`src/rtl/frame_tx_pkg.sv`:
```
// Shared definitions for the serial frame transmitter and its matching receiver.
package frame_tx_pkg;

  localparam int unsigned DefWidth = 8;
  localparam int unsigned DefDiv   = 4;

  // The receiver relies on these state encodings, so keep them fixed.
  localparam logic [2:0] S_IDLE   = 3'd0;
  localparam logic [2:0] S_START  = 3'd1;
  localparam logic [2:0] S_DATA   = 3'd2;
  localparam logic [2:0] S_PARITY = 3'd3;
  localparam logic [2:0] S_STOP   = 3'd4;

  function automatic int unsigned clog2_min1(int unsigned n);
    return (n > 1) ? $clog2(n) : 1;
  endfunction

endpackage

```
`src/rtl/frame_tx_if.sv`:
```
// Load/serial-line bundle between a frame source (master) and the transmitter (slave).
interface frame_tx_if #(
  parameter int unsigned WIDTH = 8
);
  logic             LD;
  logic [WIDTH-1:0] D;
  logic             TXD;
  logic             BUSY;
  logic             DONE;

  modport master (output LD, output D, input TXD, input BUSY, input DONE);
  modport slave  (input LD, input D, output TXD, output BUSY, output DONE);
endinterface

```
`src/rtl/frame_tx_bit_tick.sv`:
```
// Bit-period timer: TICK marks the last cycle of each DIV-cycle bit while enabled.
module bit_tick
  import frame_tx_pkg::*;
#(
  parameter int unsigned DIV = DefDiv
) (
  input  logic CK,
  input  logic RST,
  input  logic EN,
  output logic TICK
);

  localparam int unsigned CW = clog2_min1(DIV);
  localparam logic [CW-1:0] CntLast = CW'(DIV - 1);

  logic [CW-1:0] cnt_q;

  always_ff @(posedge CK or posedge RST) begin
    if (RST) begin
      cnt_q <= '0;
    end else if (!EN || cnt_q == CntLast) begin
      cnt_q <= '0;
    end else begin
      cnt_q <= cnt_q + 1'b1;
    end
  end

  assign TICK = (cnt_q == CntLast);

endmodule

```
`src/rtl/frame_tx.sv`:
```
// Serial frame transmitter: start bit, WIDTH data bits LSB first, optional even parity,
// stop bit, each held DIV cycles. All line outputs are registered.
module frame_tx
  import frame_tx_pkg::*;
#(
  parameter int unsigned WIDTH = DefWidth,
  parameter int unsigned DIV   = DefDiv,
  parameter int unsigned PAR   = 0
) (
  input  logic       CK,
  input  logic       RST,
  frame_tx_if.slave  bus
);

  localparam int unsigned IW = $clog2(WIDTH);
  localparam logic [IW-1:0] IdxLast = IW'(WIDTH - 1);

  logic [2:0]       state_q, state_d;
  logic [WIDTH-1:0] shift_q, shift_d;
  logic [IW-1:0]    idx_q, idx_d;
  logic             par_q, par_d;
  logic             txd_q, txd_d;
  logic             busy_q, busy_d;
  logic             done_q, done_d;
  logic             tick;

  // The timer runs only while a frame is in flight and restarts from 0 on every load.
  bit_tick #(
    .DIV(DIV)
  ) u_tick (
    .CK  (CK),
    .RST (RST),
    .EN  (busy_q),
    .TICK(tick)
  );

  always_comb begin
    state_d = state_q;
    shift_d = shift_q;
    idx_d   = idx_q;
    par_d   = par_q;
    done_d  = 1'b0;
    case (state_q)
      S_IDLE: begin
        if (bus.LD) begin
          state_d = S_START;
          shift_d = bus.D;
          par_d   = ^bus.D;
          idx_d   = '0;
        end
      end
      S_START: begin
        if (tick) state_d = S_DATA;
      end
      S_DATA: begin
        if (tick) begin
          shift_d = shift_q >> 1;
          if (idx_q == IdxLast) begin
            idx_d   = '0;
            state_d = (PAR != 0) ? S_PARITY : S_STOP;
          end else begin
            idx_d = idx_q + 1'b1;
          end
        end
      end
      S_PARITY: begin
        if (tick) state_d = S_STOP;
      end
      S_STOP: begin
        if (tick) begin
          state_d = S_IDLE;
          done_d  = 1'b1;
        end
      end
      default: state_d = S_IDLE;
    endcase

    // Outputs are derived from the next state so they register on the same edge.
    busy_d = (state_d != S_IDLE);
    case (state_d)
      S_START:  txd_d = 1'b0;
      S_DATA:   txd_d = shift_d[0];
      S_PARITY: txd_d = par_d;
      default:  txd_d = 1'b1;
    endcase
  end

  always_ff @(posedge CK or posedge RST) begin
    if (RST) begin
      state_q <= S_IDLE;
      shift_q <= '0;
      idx_q   <= '0;
      par_q   <= 1'b0;
      txd_q   <= 1'b1;
      busy_q  <= 1'b0;
      done_q  <= 1'b0;
    end else begin
      state_q <= state_d;
      shift_q <= shift_d;
      idx_q   <= idx_d;
      par_q   <= par_d;
      txd_q   <= txd_d;
      busy_q  <= busy_d;
      done_q  <= done_d;
    end
  end

  assign bus.TXD  = txd_q;
  assign bus.BUSY = busy_q;
  assign bus.DONE = done_q;

endmodule

```
`src/flat_wrapper.sv`:
```
// flat-port wrapper written by rule: the top's interface ports become plain ports
module frame_tx_flat import frame_tx_pkg::*;
#(
  parameter int unsigned WIDTH = DefWidth,
  parameter int unsigned DIV   = DefDiv,
  parameter int unsigned PAR   = 0
)
  (CK, RST, bus_LD, bus_D, bus_TXD, bus_BUSY, bus_DONE);
  frame_tx_if #(.WIDTH(WIDTH)) bus_i ();
  input  logic CK;
  input  logic RST;
  input wire logic [$bits(bus_i.LD)-1:0] bus_LD;
  input wire logic [$bits(bus_i.D)-1:0] bus_D;
  output wire logic [$bits(bus_i.TXD)-1:0] bus_TXD;
  output wire logic [$bits(bus_i.BUSY)-1:0] bus_BUSY;
  output wire logic [$bits(bus_i.DONE)-1:0] bus_DONE;
  assign bus_i.LD = bus_LD;
  assign bus_i.D = bus_D;
  assign bus_TXD = bus_i.TXD;
  assign bus_BUSY = bus_i.BUSY;
  assign bus_DONE = bus_i.DONE;
  frame_tx #(.WIDTH(WIDTH), .DIV(DIV), .PAR(PAR)) u_core (.CK(CK), .RST(RST), .bus(bus_i));
endmodule
```
`config.mk`:
```
export PLATFORM = sky130hd
export DESIGN_NAME = frame_tx_flat
export DESIGN_NICKNAME = d
export VERILOG_FILES = /design/src/rtl/frame_tx_pkg.sv /design/src/rtl/frame_tx_if.sv /design/src/rtl/frame_tx_bit_tick.sv /design/src/rtl/frame_tx.sv /design/src/flat_wrapper.sv
export SDC_FILE = /design/constraint.sdc
export NUM_CORES = 1
export LEC_CHECK = 0
export ABC_CLOCK_PERIOD_IN_PS = 1900
export CORE_MARGIN = 10
export CORE_UTILIZATION = 35
export CTS_CLUSTER_DIAMETER = 120
export DETAILED_ROUTE_END_ITERATION = 8
export DONT_BUFFER_PORTS = 1
export GPL_TIMING_DRIVEN = 0
export PLACE_DENSITY_LB_ADDON = 0.25
export RECOVER_POWER = 100
export SKIP_CTS_REPAIR_TIMING = 1
export SYNTH_ARGS = -nofsm -noshare
export SYNTH_HDL_FRONTEND = slang
export SYNTH_SLANG_ARGS = --single-unit
```
`constraint.sdc`:
```
create_clock -name CK -period 1.9 [get_ports CK]
set_clock_uncertainty 0.05 [all_clocks]
set_input_delay 0.38 -clock CK [delete_from_list [all_inputs] [get_ports CK]]
set_output_delay 0.38 -clock CK [all_outputs]
set_load 0.005 [all_outputs]
```
; ---- Word-level counts from Yosys, hierarchy flattened
; Index checks and enable logic that the tools add are counted.
[classes]
addsub = 2
multipliers = 0
n_div = 0
magnitude_cmp = 0
n_eq_ne = 11
shifts = 0
mux = 20
bitwise = 0
n_reduce_logical = 7
[op_table]
columns = op, n
row1 = two-way mux 3 bit, 9
row2 = two-way mux 8 bit, 2
row3 = one-hot mux 8 bit (2 select lines), 1
row4 = one-hot mux 3 bit (5 select lines), 1
row5 = equality test 3 x 2 -> 1 bit (second input constant), 4
row6 = parity 8 bit, 1
row7 = equality test 3 x 1 -> 1 bit (second input constant), 2
row8 = equality test 3 bit (second input constant), 2
row9 = one-hot mux 3 bit (2 select lines), 1
row10 = two-way mux 1 bit, 4
row11 = adder 3 x 1 -> 3 bit (second input constant), 1
row12 = logical NOT 3 bit, 1
row13 = one-hot mux 1 bit (3 select lines), 1
row14 = AND reduction 3 bit, 1
row15 = nonzero test 3 bit, 1
row16 = adder 2 x 1 -> 2 bit (second input constant), 1
row17 = equality test 2 bit (second input constant), 1
row18 = two-way mux 2 bit, 1
row19 = != test 2 x 1 -> 1 bit (second input constant), 1
row20 = != test 2 bit (second input constant), 1
row21 = nonzero test 2 bit, 1
row22 = logical NOT 1 bit, 1
row23 = logical OR 1 bit, 1
[word_totals]
ff_bits = 20
latch_bits = 0
ram_bits = 0
romBits = 0
wordCells = 49
memories = 0

; ---- Longest topological paths before layout
[logic_depth]
ltp_word = 6
depth_mapped = 7
ltp_nobuf = 5

; ---- Hierarchy
; A second synthesis with hierarchy kept.
[hier_totals]
hier_cells = 85
hier_area_um2 = 978.4
[modules_own_cells]
columns = mod, n_inst, cells_each, area_each_um2, seq_area_each_um2
row1 = frame_tx, 1, 79, 890.9, 451.7
row2 = bit_tick, 1, 6, 87.6, 50.0

; ---- Worst setup path before layout
; Ideal clock, no wire load.
[synth_path]
kind = register -> register
startpoint = reg u_core.state_q[2]
endpoint = reg u_core.txd_q, in the netlist u_core.bus.TXD
setup_time_ns = 0.086
arrival_time_ns = 1.505
t_required_ns = 1.764
path_slack_ns = 0.259
stages_incl_launch_ff = 7
path_buffers = 2
period_less_slack_ns = 1.641
path_cell_list = dfrtp_1 buf_6 and4bb_1 buf_4 nor2_1 a22o_1 a2111o_1
[synth_between]
word_cells_on_any_way = 18
classes_between = eq/ne: 7 / mux: 10 / reduce/logical: 1
[synth_lines]
columns = element, line
row1 = from (decl), frame_tx.sv:18  ; logic [2:0] state_q, state_d;
row2 = from (signal assigned), frame_tx.sv:98  ; state_q <= state_d;
row3 = equality test 3 x 2 -> 1 bit or logical NOT 3 bit (tied branches), frame_tx.sv:43  ; case (state_q)
row4 = one-hot mux 8 bit (2 select lines) *, frame_tx.sv:43
row5 = via u_core.shift_d[0], frame_tx.sv:19  ; logic [WIDTH-1:0] shift_q, shift_d;
row6 = one-hot mux 1 bit (3 select lines) *, frame_tx.sv:80  ; case (state_d)
row7 = via u_core.txd_d, frame_tx.sv:22  ; logic txd_q, txd_d;
row8 = to (signal assigned), frame_tx.sv:102  ; txd_q <= txd_d;
row9 = to (decl), frame_tx.sv:22
; The timed path passes the listed nets; every way through them passes the cells marked *.
; A chain may end at the register's enable or synchronous reset.

; ---- Worst setup path in the final report
; Same ends and word-level chain as after synthesis.

==> impl_metrics.py <==
metrics = {
    "run_status": {
        "status": "finished, final reports clean",
    },
    "floorplan": {
        "fp.dieH_um": 72.7,
        "ios": 14,
        "dieArea_um2": 5280,
        "core_area_um2": 2710,
        "die_x_um": 72.7,
        "initial_utilization_pct": 35.8,
        "rows": 19,
    },
    "global_route": {
        "globalRouteTotalUtil_pct": 7.38,
        "grt_pass1_vias": 671,
        "grt_max_degree": 21,
        "grt_pass1_wl_um": 3020,
        "antenna_found_initial": 0,
        "grt_overflow": 0,
    },
    "cells_and_area": {
        "final_util_pct": 38.6,
        "nets": 112,
        "final.fill_count": 291,
        "insertedDiodeCount": 0,
        "final_cell_mix": "dfrtp_1, nand2_1, xnor2_1, a22oi_1, nor2_1",
        "drive_gt1_share_pct": 10.3,
        "area_delta_synth_final_pct": 7.73,
        "final_common_cell": "dfrtp_1",
        "finalInstanceArea_um2": 1050,
    },
    "yosys": {
        "syn_inst": 93,
        "synth_nets": 107,
        "yosysSeqAreaShare_pct": 51.7,
        "yosysWarnings": 0,
        "ys_ff_latch": 20,
        "syn_area_per_cell_um2": 10.4,
        "synth_cell_types": 29,
        "synth-edff-count": 0,
        "synth_area_um2": 971,
        "synthFlopType": "dfrtp_1",
        "synthArstFlopShare_pct": 100,
    },
    "pwr": {
        "p_leak_nw": 0.485,
        "ir_worst_vdd_uv": 667,
        "p_per_area_nw_per_um2": 1390,
    },
    "clock_tree": {
        "h-tree-depth": 1,
        "cts.sinks": 20,
        "cts_root_buffer": "clkbuf_4",
        "cts.reportedPaths.clkPinSlew_ns": 0.11,
        "clockBufferDepth": 2,
        "cts_tree": "yes",
        "cts_made_buffers": 3,
        "clk_latency_ns": 0.30,
    },
    "sta": {
        "finalHoldViolCount": 0,
        "slew_violations": 0,
        "hold_slack_ns": 0.0375,
        "setup-tns-final_ns": 0,
        "tightest_slew_ns": 0.761,
        "finalSetupViolCount": 0,
        "finalCritPeriodShare_pct": 92.8,
        "setup_ws_ns": 0.137,
        "fin_crit_ns": 1.76,
        "grt_setup_unrepaired": "false",
        "clock.fmax_mhz": 567,
        "max-slew-margin-rel_pct": 49.2,
    },
    "worst_setup_path": {
        "rr_worst_depth": 6,
        "worstPathRequired_ns": 2.08,
        "r2r_end": "u_core.bus.TXD$_DFF_PP1_",
        "max_stage_delay_ns": 0.39,
        "end_kind": "flop",
        "worstReg2RegStart": "u_core.state_q[2]$_DFF_PP0_",
        "critPathLaunchType": "flop",
        "cp_cell_sequence": "buf_6, and4bb_1, buf_4, nor2_1, a22o_1, a2111o_1",
        "cp_max_fo": 10,
        "r2r_slack_ns": 0.14,
        "worst_path_max_delay_cell": "dfrtp_1",
        "worstPathArrival_ns": 1.94,
        "critical_path_class": "flop to flop",
    },
    "placed_design": {
        "post-dp-hpwl_um": 1330,
        "postPlaceCellArea_um2": 1010,
        "place.gp.congestion": 0.784,
        "pre_cts_slack_ns": 0.143,
        "port_buffers": 0,
    },
    "routing": {
        "finalWirelength_um": 1780,
        "vias": 658,
        "drtIter0Drc": 22,
        "viasPerCell": 5.14,
        "wl_per_cell_um": 13.9,
        "first_pass_iters": 3,
        "ant_nets": 0,
        "route.detailed.drc": 0,
    },
    "run": {
        "drv_cap": 0,
    },
    "min_path": {
        "hold_class": "input port to async pin",
    },
}
-- routing by layer --
layer | vias to the layer above | wire length, um | GRT usage (%)
li1 | 329 | - | -
met1 | 313 | 773 | 7.80
met2 | 14 | 816 | 10.6
met3 | 2 | 163 | 4.90
met4 | 0 | 21 | 4.64
met5 | - | 0 | 0
-- how the worst max path moves through the flow --
stage	start	endpoint	slack [ns]	cells past startpoint
after floorplan	u_core.state_q[2]$_DFF_PP0_	u_core.bus.TXD$_DFF_PP1_	0.26	6
after global placement	u_core.state_q[2]$_DFF_PP0_	u_core.bus.TXD$_DFF_PP1_	0.14	6
after detailed placement	u_core.state_q[2]$_DFF_PP0_	u_core.bus.TXD$_DFF_PP1_	0.14	6
after CTS	u_core.state_q[2]$_DFF_PP0_	u_core.bus.TXD$_DFF_PP1_	0.12	6
after global routing	u_core.state_q[0]$_DFF_PP0_	u_core.bus.TXD$_DFF_PP1_	0.03	5
final	u_core.state_q[2]$_DFF_PP0_	u_core.bus.TXD$_DFF_PP1_	0.14	6
-- final cells by class --
class / count / area (um2) / area share [%]
Tap cell: 31 / 38.8 / 3.71
Buffer: 7 / 40.0 / 3.83
Multi-Input combinational cell: 63 / 418 / 40.0
Clock buffer: 4 / 36.3 / 3.47
Sequential cell: 20 / 502 / 48.0
Inverter: 3 / 11.3 / 1.08
-- stage by stage --
step	std cells	power, mW
finish	128	1.46
global placement	124	1.22
CTS	128	1.49
global route	128	1.60
detailed placement	124	1.24
floorplan	93	1.12
-- critical path, delay by kind of cell, from the launching register on --
| family | cells | cell delay [ns] |
|---|---|---|
| simple gates | 2 | 0.33 |
| flops | 1 | 0.39 |
| compound gates | 2 | 0.63 |
| buf+inv | 2 | 0.31 |
-- sequential cells by signal, summed over array words and instances (netlist names) --
| name | count |
|---|---|
| u_core.state_q | 3 |
| u_core.bus.DONE | 1 |
| u_core.bus.TXD | 1 |
| u_core.idx_q | 3 |
| u_core.shift_q | 8 |
| u_core.bus.BUSY | 1 |
| u_core.u_tick.cnt_q | 2 |
| u_core.par_q | 1 |
-- synth_stat cells, types with 2 or more instances --
cell type  instances  area share (%)
xnor2_1            7             6.3
buf_2              2             1.0
clkbuf_1           3             1.2
nor2_1             5             1.9
a22o_1             4             3.6
nand2_1           15             5.8
nor3b_1            2             1.5
a21oi_1            3             1.5
ha_1               3             3.9
inv_1              3             1.2
o21ai_0            4             2.1
dfrtp_1           19              49
a22oi_1            6             4.6
nand3_1            2             1.0
-- logic make-up after synthesis --
kind of cell / synth area share [%]
simple gates: 17.3
compound gates: 15.6
flops: 51.7
buf+inv: 5.28
xor+xnor: 6.31
fa+ha+maj: 3.87
-- power by group --
group          leakage (nW)  internal, mW  switching [mW]
Sequential            0.249         0.602          0.0827
Clock                0.0210         0.117           0.129
Combinational         0.216         0.236           0.293
Total                 0.485         0.955           0.504
(Power assumes the default switching activity.)
